`config.mk`:
```
export PLATFORM = sky130hd
export DESIGN_NAME = reset_sequencer_flat
export DESIGN_NICKNAME = d
export VERILOG_FILES = /design/src/rtl/p1v_reset_pkg.sv /design/src/rtl/reset_sequencer_if.sv /design/src/rtl/p1v_debounce.sv /design/src/rtl/reset_sequencer.sv /design/src/flat_wrapper.sv
export SDC_FILE = /design/constraint.sdc
export NUM_CORES = 1
export LEC_CHECK = 0
export CAP_MARGIN = 10
export CORE_MARGIN = 4
export CORE_UTILIZATION = 35
export CTS_BUF_LIST = sky130_fd_sc_hd__clkbuf_16
export CTS_CLUSTER_SIZE = 14
export DETAILED_ROUTE_END_ITERATION = 12
export SLEW_MARGIN = 0
export SYNTH_ARGS = -nofsm -noshare
export SYNTH_HDL_FRONTEND = slang
export SYNTH_HIERARCHICAL = 1
export SYNTH_SLANG_ARGS = --single-unit
export TNS_END_PERCENT = 30
```
`constraint.sdc`:
```
create_clock -name clock_160 -period 3.21 [get_ports clock_160]
set_clock_uncertainty 0.15 [all_clocks]
set_input_delay 0.4815 -clock clock_160 [delete_from_list [all_inputs] [get_ports clock_160]]
set_output_delay 0.4815 -clock clock_160 [all_outputs]
set_load 0.02 [all_outputs]
```
`src/rtl/p1v_reset_pkg.sv`:
```
`default_nettype none
// +----------------------------------------------------------------------------+
// | p1v_reset_pkg : shared sequencer state and reset-cause encodings            |
// | Rev 1.0                                                                    |
// +----------------------------------------------------------------------------+
package p1v_reset_pkg;

  typedef enum logic [1:0] {
    S_LOCK = 2'd0,
    S_HOLD = 2'd1,
    S_RUN  = 2'd2
  } seq_state_e;

  typedef enum logic [1:0] {
    CAUSE_POR  = 2'b00,
    CAUSE_PLL  = 2'b01,
    CAUSE_TACT = 2'b10,
    CAUSE_PLUG = 2'b11
  } reset_cause_e;

  localparam logic [7:0] COUNT_MAX = 8'd255;

  // Plug outranks the tactile switch when both fire together.
  function automatic reset_cause_e source_cause(input logic plug_req);
    return plug_req ? CAUSE_PLUG : CAUSE_TACT;
  endfunction

endpackage
`default_nettype wire

```
`src/rtl/reset_sequencer_if.sv`:
```
`default_nettype none
// +----------------------------------------------------------------------------+
// | reset_sequencer_if : reset sources in, Propeller reset and status out       |
// | Rev 1.0                                                                    |
// +----------------------------------------------------------------------------+
interface reset_sequencer_if;

  logic       pll_locked;
  logic       tact_n;
  logic       plug_resn;
  logic       resn;
  logic [1:0] reset_cause;
  logic [7:0] reset_count;

  modport master (
    output pll_locked, tact_n, plug_resn,
    input  resn, reset_cause, reset_count
  );

  modport slave (
    input  pll_locked, tact_n, plug_resn,
    output resn, reset_cause, reset_count
  );

endinterface
`default_nettype wire

```
`src/rtl/p1v_debounce.sv`:
```
`default_nettype none
// +----------------------------------------------------------------------------+
// | p1v_debounce : 2-flop synchronizer followed by a stable-count filter        |
// | Rev 1.0                                                                    |
// +----------------------------------------------------------------------------+
module p1v_debounce #(
  parameter int   STABLE_CYCLES = 16,
  parameter logic RESET_VALUE   = 1'b1
) (
  input  wire logic clk,
  input  wire logic rst,
  input  wire logic din,
  output logic      dout
);

  localparam int CNT_W = (STABLE_CYCLES > 1) ? $clog2(STABLE_CYCLES) : 1;
  localparam logic [CNT_W-1:0] CNT_LAST = CNT_W'(STABLE_CYCLES - 1);

  logic             sync1_q, sync2_q;
  logic             state_q, state_d;
  logic [CNT_W-1:0] cnt_q, cnt_d;

  // The output flips on the STABLE_CYCLES-th consecutive sample that disagrees.
  always_comb begin
    state_d = state_q;
    cnt_d   = '0;
    if (sync2_q != state_q) begin
      if (cnt_q == CNT_LAST) begin
        state_d = sync2_q;
      end else begin
        cnt_d = cnt_q + CNT_W'(1);
      end
    end
  end

  always_ff @(posedge clk) begin
    if (rst) begin
      sync1_q <= RESET_VALUE;
      sync2_q <= RESET_VALUE;
      state_q <= RESET_VALUE;
      cnt_q   <= '0;
    end else begin
      sync1_q <= din;
      sync2_q <= sync1_q;
      state_q <= state_d;
      cnt_q   <= cnt_d;
    end
  end

  assign dout = state_q;

endmodule
`default_nettype wire

```
`src/rtl/reset_sequencer.sv`:
```
`default_nettype none
// +----------------------------------------------------------------------------+
// | reset_sequencer : PLL / switch / plug driven reset for the Propeller core   |
// | Rev 1.0                                                                    |
// +----------------------------------------------------------------------------+
module reset_sequencer
  import p1v_reset_pkg::*;
#(
  parameter int DEBOUNCE_CYCLES = 1600000,
  parameter int PLUG_MIN_CYCLES = 16,
  parameter int HOLD_CYCLES     = 16000
) (
  input wire logic          clock_160,
  input wire logic          reset,
  reset_sequencer_if.slave  bus
);

  localparam int              HOLD_W    = $clog2(HOLD_CYCLES + 1);
  localparam logic [HOLD_W-1:0] HOLD_LOAD = HOLD_W'(HOLD_CYCLES);

  logic pll_s1_q, pll_s2_q;
  logic tact_db, plug_db;
  logic tact_pressed, plug_req, any_src;

  seq_state_e        state_q, state_d;
  logic [HOLD_W-1:0] hold_q, hold_d;
  reset_cause_e      cause_q, cause_d;
  logic [7:0]        count_q, count_d;
  logic              resn_q;

  p1v_debounce #(
    .STABLE_CYCLES (DEBOUNCE_CYCLES),
    .RESET_VALUE   (1'b1)
  ) u_tact_db (
    .clk  (clock_160),
    .rst  (reset),
    .din  (bus.tact_n),
    .dout (tact_db)
  );

  p1v_debounce #(
    .STABLE_CYCLES (PLUG_MIN_CYCLES),
    .RESET_VALUE   (1'b1)
  ) u_plug_db (
    .clk  (clock_160),
    .rst  (reset),
    .din  (bus.plug_resn),
    .dout (plug_db)
  );

  assign tact_pressed = ~tact_db;
  assign plug_req     = ~plug_db;
  assign any_src      = tact_pressed | plug_req;

  // Lock loss is tested first in every state so it wins over source requests.
  always_comb begin
    state_d = state_q;
    hold_d  = hold_q;
    cause_d = cause_q;
    count_d = count_q;
    case (state_q)
      S_LOCK: begin
        if (pll_s2_q) begin
          state_d = S_HOLD;
          hold_d  = HOLD_LOAD;
        end
      end
      S_HOLD: begin
        if (!pll_s2_q) begin
          state_d = S_LOCK;
          cause_d = CAUSE_PLL;
        end else if (any_src) begin
          hold_d = HOLD_LOAD;
        end else if (hold_q == '0) begin
          state_d = S_RUN;
          if (count_q != COUNT_MAX) begin
            count_d = count_q + 8'd1;
          end
        end else begin
          hold_d = hold_q - HOLD_W'(1);
        end
      end
      S_RUN: begin
        if (!pll_s2_q) begin
          state_d = S_LOCK;
          cause_d = CAUSE_PLL;
        end else if (any_src) begin
          state_d = S_HOLD;
          hold_d  = HOLD_LOAD;
          cause_d = source_cause(plug_req);
        end
      end
      default: begin
        state_d = S_LOCK;
      end
    endcase
  end

  always_ff @(posedge clock_160) begin
    if (reset) begin
      pll_s1_q <= 1'b1;
      pll_s2_q <= 1'b1;
      state_q  <= S_LOCK;
      hold_q   <= '0;
      cause_q  <= CAUSE_POR;
      count_q  <= '0;
      resn_q   <= 1'b0;
    end else begin
      pll_s1_q <= bus.pll_locked;
      pll_s2_q <= pll_s1_q;
      state_q  <= state_d;
      hold_q   <= hold_d;
      cause_q  <= cause_d;
      count_q  <= count_d;
      resn_q   <= (state_d == S_RUN);
    end
  end

  assign bus.resn        = resn_q;
  assign bus.reset_cause = cause_q;
  assign bus.reset_count = count_q;

endmodule
`default_nettype wire

```
`src/flat_wrapper.sv`:
```
// flat-port wrapper written by rule: the top's interface ports become plain ports
module reset_sequencer_flat import p1v_reset_pkg::*;
#(
  parameter int DEBOUNCE_CYCLES = 1600000,
  parameter int PLUG_MIN_CYCLES = 16,
  parameter int HOLD_CYCLES     = 16000
)
  (clock_160, reset, bus_pll_locked, bus_tact_n, bus_plug_resn, bus_resn, bus_reset_cause, bus_reset_count);
  reset_sequencer_if bus_i ();
  input wire logic clock_160;
  input wire logic reset;
  input wire logic [$bits(bus_i.pll_locked)-1:0] bus_pll_locked;
  input wire logic [$bits(bus_i.tact_n)-1:0] bus_tact_n;
  input wire logic [$bits(bus_i.plug_resn)-1:0] bus_plug_resn;
  output wire logic [$bits(bus_i.resn)-1:0] bus_resn;
  output wire logic [$bits(bus_i.reset_cause)-1:0] bus_reset_cause;
  output wire logic [$bits(bus_i.reset_count)-1:0] bus_reset_count;
  assign bus_i.pll_locked = bus_pll_locked;
  assign bus_i.tact_n = bus_tact_n;
  assign bus_i.plug_resn = bus_plug_resn;
  assign bus_resn = bus_i.resn;
  assign bus_reset_cause = bus_i.reset_cause;
  assign bus_reset_count = bus_i.reset_count;
  reset_sequencer #(.DEBOUNCE_CYCLES(DEBOUNCE_CYCLES), .PLUG_MIN_CYCLES(PLUG_MIN_CYCLES), .HOLD_CYCLES(HOLD_CYCLES)) u_core (.clock_160(clock_160), .reset(reset), .bus(bus_i));
endmodule
```
==> impl_metrics.ini, run 1 <==
[global_route]
grt_usage_pct = 13.56
grt_antenna_before_repair = 0
grt_pass1_vias = 2318
overflow = 0
grt_pass1_wl_um = 10940
grt_max_degree = 35

[sta]
setup_tns_ns = 0
finalHoldViolations = 0
slew_violations = 0
fin_crit_sh_pct = 83.57
max_slew_margin_pct = 44.94
timing.fmax_mhz = 372.8
period_needed_ns = 2.683
setup_viol = 0
rsz0062_at_grt = false
worstMarginPinSlew_ns = 0.8241

[min_path]
min_to = u_core/u_tact_db/sync2_q
hold_class = reg -> reg
hold_start = u_core/u_tact_db/sync1_q
hold_path_depth = 1

[placed_design]
place_congestion = 0.8366
dp.cells = 439
dp_hpwl_um = 4234
io_buffers = 15

[setup_path]
critical-path-slowest-cell = or4_4
worstPathArrival_ns = 2.74
critPathMaxStageDelay_ns = 0.59
cp-start-kind = flop
crit_chain = inv_1 > ha_1 > or3b_2 > or4_4 > nor4_1 > mux2_2
required_ns = 3.27
crit_type = reg -> reg
cp-end-kind = flop
timing.rr.start = u_core/hold_q[0]
r2r_slack_ns = 0.53
crit_fanout = 22
reg2reg_to = u_core/bus.reset_count[5]
reg2regPathDepth = 6

[finish]
drive_gt1_share_pct = 12.29
fin_cells = 455
final_nets = 355
area_delta_synth_final_pct = 16.31
diodes = 0
n_fill_cell = 794

[synthesis]
async_flop_share_pct = 0
ys_types = 60
syn_nets = 335
avgSynthCellArea_um2 = 9.089
synthDominantCellAreaShare_pct = 40.66
synthTopCellsByCount = dfxtp_1 (60), nor2_1 (32), a21oi_1 (20)
yosysWarnings = 6
post-synth-top-count-cell = dfxtp_1
synth_largest_area_cell = dfxtp_1
synth_area_leaders = dfxtp_1 (41%), xor2_1 (4.4%), nor2_1 (4.1%), a21oi_1 (3.4%), nand4_1 (2.8%)
ys_seq_area_share_pct = 40.66
synth-edff-count = 0
synth_cells = 325
synth_seq_cells = 60
ys.flop_type = dfxtp_1
netlist_area_um2 = 2954

[clocking]
clockBufferDepth = 2
insertion_delay_ns = 0.32
postCtsSetupBuffers = 0
holdBufCountCts = 0
tritoncts = done
cts_resized = 0
clk_pin_slew_worst_paths_ns = 0.05
cts.sinks = 60
cts_made_buffers = 9
clockRootBuffer = clkbuf_16
ctsHtreeMaxLevel = 3

[die]
rows = 33
ioPinCount = 16
die-area_um2 = 9974
start_util_pct = 35.95
die_y_um = 99.87
core-area_um2 = 8217
fp.dieW_um = 99.87

[status]
status = finished, final reports clean

[flow_run]
max-cap-violations = 0

[detailed_routing]
wirelength_um = 6256
wl_per_cell_um = 13.75
drt-initial-drc-count = 149
drc = 0
num_vias = 2499
viasPerCell = 5.492
drt_pass1_iterations = 4
antenna_left = 0

[power_and_ir_drop]
peakVddDrop_mv = 0.2662
cellPowerDensity_nw_per_um2 = 549.7
p_leak_nw = 1.243
-- per-layer routing --
metal	vias to the layer above	wire (µm)	part of all wire [%]	GRT usage [%]
met5	-	0	0	0
met4	0	178	2.8	8.088
met3	16	167	2.7	2.919
met2	35	2937	47	21.24
met1	1194	2972	48	17.08
li1	1254	-	-	-
-- how the worst max path moves through the flow --
| stage | to | slack (ns) | from | depth (start not counted) |
|---|---|---|---|---|
| 5_1_grt | u_core/bus.reset_count[5] | 0.44 | u_core/hold_q[0] | 6 |
| 4_1_cts | u_core/bus.reset_count[5] | 0.54 | u_core/hold_q[0] | 6 |
| 3_3_place_gp | u_core/bus.reset_count[7] | 0.63 | u_core/hold_q[0] | 6 |
| 2_1_floorplan | u_core/bus.reset_count[2] | 0.82 | u_core/hold_q[0] | 7 |
| 3_5_place_dp | u_core/bus.reset_count[5] | 0.55 | u_core/hold_q[0] | 6 |
| 6_report | u_core/bus.reset_count[5] | 0.53 | u_core/hold_q[0] | 6 |
-- layout by cell type (no fill, tap or decap), drive strengths merged, types with 4 or more instances in the layout --
master          n
xor2           15
and3            7
nor3            8
nand2          11
ha              5
clkbuf          9
or2             9
a211oi          4
a21oi          21
nor2b           4
clkdlybuf4s50  15
o211ai          4
or3             7
or4             6
and2            6
o311ai          4
buf             8
nor4            6
nor2           32
and4            6
inv            17
clkinv          4
a311oi          5
o31ai           4
nand4          14
dfxtp          60
o21ai          10
nand3          13
-- kinds of logic (layout without fill, tap and decap cells) --
logic type | count (synthesis) | after routing | share of synthesized area, %
and+or+nand+nor | 141 | 141 | 29.18
xor gates and xnor gates | 18 | 18 | 5.337
adders and majority gates | 5 | 5 | 2.118
muxes | 4 | 4 | 1.482
AOI/OAI and AO/OA | 69 | 69 | 15.63
buffers and inverters | 28 | 53 | 5.591
DFF | 60 | 60 | 40.66
-- power breakdown --
part | internal (mW) | total [mW] | switching, mW
Sequential | 0.780 | 0.823 | 0.0429
Combinational | 0.113 | 0.256 | 0.142
Clock | 0.502 | 0.810 | 0.308
-- final cells by class --
type,count,area (µm²),share of cell area (%)
well taps,105,131.4,3.824
clock buffers,9,225.2,6.555
flip-flops and latches,60,1201,34.96
multi-input cells,237,1588,46.21
repair buffers,23,210.2,6.118
clock inverters,7,27.53,0.8012
inverters,14,52.55,1.529
-- state kept, by name (all words and copies together) (netlist names), 2 cells and up --
register / cells
u_core/bus.reset_count: 8
u_core/state_q: 2
u_core/u_tact_db/cnt_q: 21
u_core/hold_q: 14
u_core/u_plug_db/cnt_q: 4
u_core/bus.reset_cause: 2
-- critical path, delay by kind of cell, from the launching register on --
family,cells,cell delay [ns]
buffers and inverters,1,0.09
flip-flops,1,0.35
AND/OR/NAND/NOR,3,1.46
multiplexers,1,0.38
adder cells (fa/ha/maj),1,0.15
-- stage by stage --
stage	instance area [µm²]	power (mW)	setup WS [ns]	hold slack [ns]	util, %
after floorplan	2954	1.020	0.8233	0.2395	-
after global placement	3183	1.087	0.6347	0.2420	38.74
after detailed placement	3183	1.088	0.5532	0.2445	38.74
after CTS	3436	1.912	0.5435	0.2570	41.82
after global routing	3436	1.981	0.4370	0.2690	41.82
final	3436	1.889	0.5274	0.2538	41.82
No activity file was read; power rests on OpenSTA's default activity.
==> run 2: changes to the inputs <==
==> constraint.sdc (replaced) <==
create_clock -name clock_160 -period 2.8 [get_ports clock_160]
set_clock_uncertainty 0.15 [all_clocks]
set_input_delay 0.42 -clock clock_160 [delete_from_list [all_inputs] [get_ports clock_160]]
set_output_delay 0.42 -clock clock_160 [all_outputs]
set_load 0.02 [all_outputs]
==> run 2 against run 1 <==
- via count down 1.2%
- critical path depth unchanged
- sequential power up 14%
- sequential share of layout area down 0.34 points
- clock power up 18%
- cell count up 0.44%
- combinational power up 20%
- core utilization up 0.41 points
- wire length about the same
- non-clock buffer count up 2
- flip-flop and latch count unchanged
- critical path type unchanged
- critical endpoint is now u_core/bus.reset_count[7]
- highest routed layer unchanged
==> impl_metrics.ini, run 2 (synthesis results as in run 1) <==
[clocking]
insertion_delay_ns = 0.33
holdBufCountCts = 0
tritoncts = done
clockRootBuffer = clkbuf_16
clk_pin_slew_worst_paths_ns = 0.06
cts.sinks = 60
postCtsSetupBuffers = 0
cts_made_buffers = 9
clockBufferDepth = 2
ctsHtreeMaxLevel = 3
cts_resized = 0

[setup_path]
critPathMaxStageDelay_ns = 0.52
cp-end-kind = flop
critical-path-slowest-cell = or4_4
cp-start-kind = flop
worstPathArrival_ns = 2.64
crit_type = reg -> reg
required_ns = 2.86
crit_chain = inv_1 > ha_1 > or3b_2 > or4_4 > nor4_1 > mux2_2
crit_fanout = 12

[placed_design]
io_buffers = 15
dp.cells = 441
place_congestion = 0.8681
dp_hpwl_um = 4240

[detailed_routing]
highest_layer = met4
met3_length_um = 165
drc = 0
num_vias = 2468
antenna_left = 0
wl_per_cell_um = 13.68
drt-initial-drc-count = 128
viasPerCell = 5.400
dr_wl_met2_um = 2989
met1_length_um = 2942
drt_pass1_iterations = 5
wirelength_um = 6253

[finish]
drive_gt1_share_pct = 14.20
diodes = 0
n_fill_cell = 819
final_nets = 357
largest_reg_flops = 21
area_delta_synth_final_pct = 17.45
most-common-layout-cells = dfxtp_1 (60), nor2_1 (32), a21oi_1 (20)
largest_register = u_core/u_tact_db/cnt_q
fin_cells = 457
final_common_cell = dfxtp_1
postLayoutCoreUtil_pct = 42.23

[global_route]
grt_usage_pct = 13.40
grt_pass1_wl_um = 10760
overflow = 0
grt_pass1_vias = 2298
grt_max_degree = 27
grt_antenna_before_repair = 0

[die]
rows = 33
ioPinCount = 16
die-area_um2 = 9974
core-area_um2 = 8217
fp.dieW_um = 99.87
start_util_pct = 35.95
die_y_um = 99.87

[sta]
slew_violations = 0
timing.fmax_mhz = 387.1
worstMarginPinSlew_ns = 0.7262
finalHoldViolations = 0
period_needed_ns = 2.583
setup_tns_ns = 0
fin_crit_sh_pct = 92.25
setup_viol = 0
rsz0062_at_grt = false
hold_slack_ns = 0.2567
max_slew_margin_pct = 51.26

[power_and_ir_drop]
peakVddDrop_mv = 0.3378
power_mw = 2.204
p_leak_nw = 1.257
cellPowerDensity_nw_per_um2 = 635.3

[status]
status = finished, final reports clean

[min_path]
hold_class = reg -> reg

[flow_run]
max-cap-violations = 0
==> run 2: cell types whose count changed in the layout (fill, tap and decap cells not counted) <==
cell	before	now
inv_1	17	14
clkinv_1	3	1
buf_4	8	9
clkinv_2	1	6
buf_12	0	1
==> run 2: worst max-delay path, delay by kind of cell, from the launching register on <==
kind                     cells  cell delay (ns)
AND/OR/NAND/NOR              3             1.36
multiplexers                 1             0.37
flip-flops                   1             0.35
buffers and inverters        1             0.10
adder cells (fa/ha/maj)      1             0.15
==> run 2: metrics by stage <==
step | worst slack (ns) | cell area, µm²
finish | 0.2169 | 3470
global route | 0.02092 | 3470
CTS | 0.2126 | 3470
detailed placement | 0.2241 | 3211
global placement | 0.3084 | 3211
floorplan | 0.4133 | 2954
==> run 2: where the power goes <==
group          internal [mW]  switching [mW]  total, mW
combinational          0.140           0.168      0.308
clock                  0.584           0.371      0.955
sequential             0.894          0.0476      0.941
total                   1.62           0.587       2.20
==> run 2: path summary, 6_finish.rpt <==
| check | from | to | slack (ns) | depth (start not counted) |
|---|---|---|---|---|
| worst min register to register | u_core/pll_s1_q | u_core/pll_s2_q | 0.26 | 1 |
| worst max-delay path | u_core/hold_q[0] | u_core/bus.reset_count[7] | 0.22 | 6 |
| worst min-delay path | u_core/pll_s1_q | u_core/pll_s2_q | 0.26 | 1 |
| worst max register to register | u_core/hold_q[0] | u_core/bus.reset_count[7] | 0.22 | 6 |
==> run 2: final cells by class <==
| type | count | area [µm²] | share of cell area, % |
|---|---|---|---|
| multi-input cells | 237 | 1588 | 45.76 |
| clock buffers | 9 | 225.2 | 6.491 |
| inverters | 14 | 52.55 | 1.515 |
| clock inverters | 7 | 33.78 | 0.9737 |
| well taps | 105 | 131.4 | 3.787 |
| flip-flops and latches | 60 | 1201 | 34.62 |
| repair buffers | 25 | 237.7 | 6.852 |
==> run 2: routing by layer <==
metal | GRT usage [%] | up-vias
met5 | 0 | -
met2 | 22.42 | 23
met1 | 15.96 | 1176
met4 | 6.933 | 0
li1 | - | 1257
met3 | 3.127 | 12
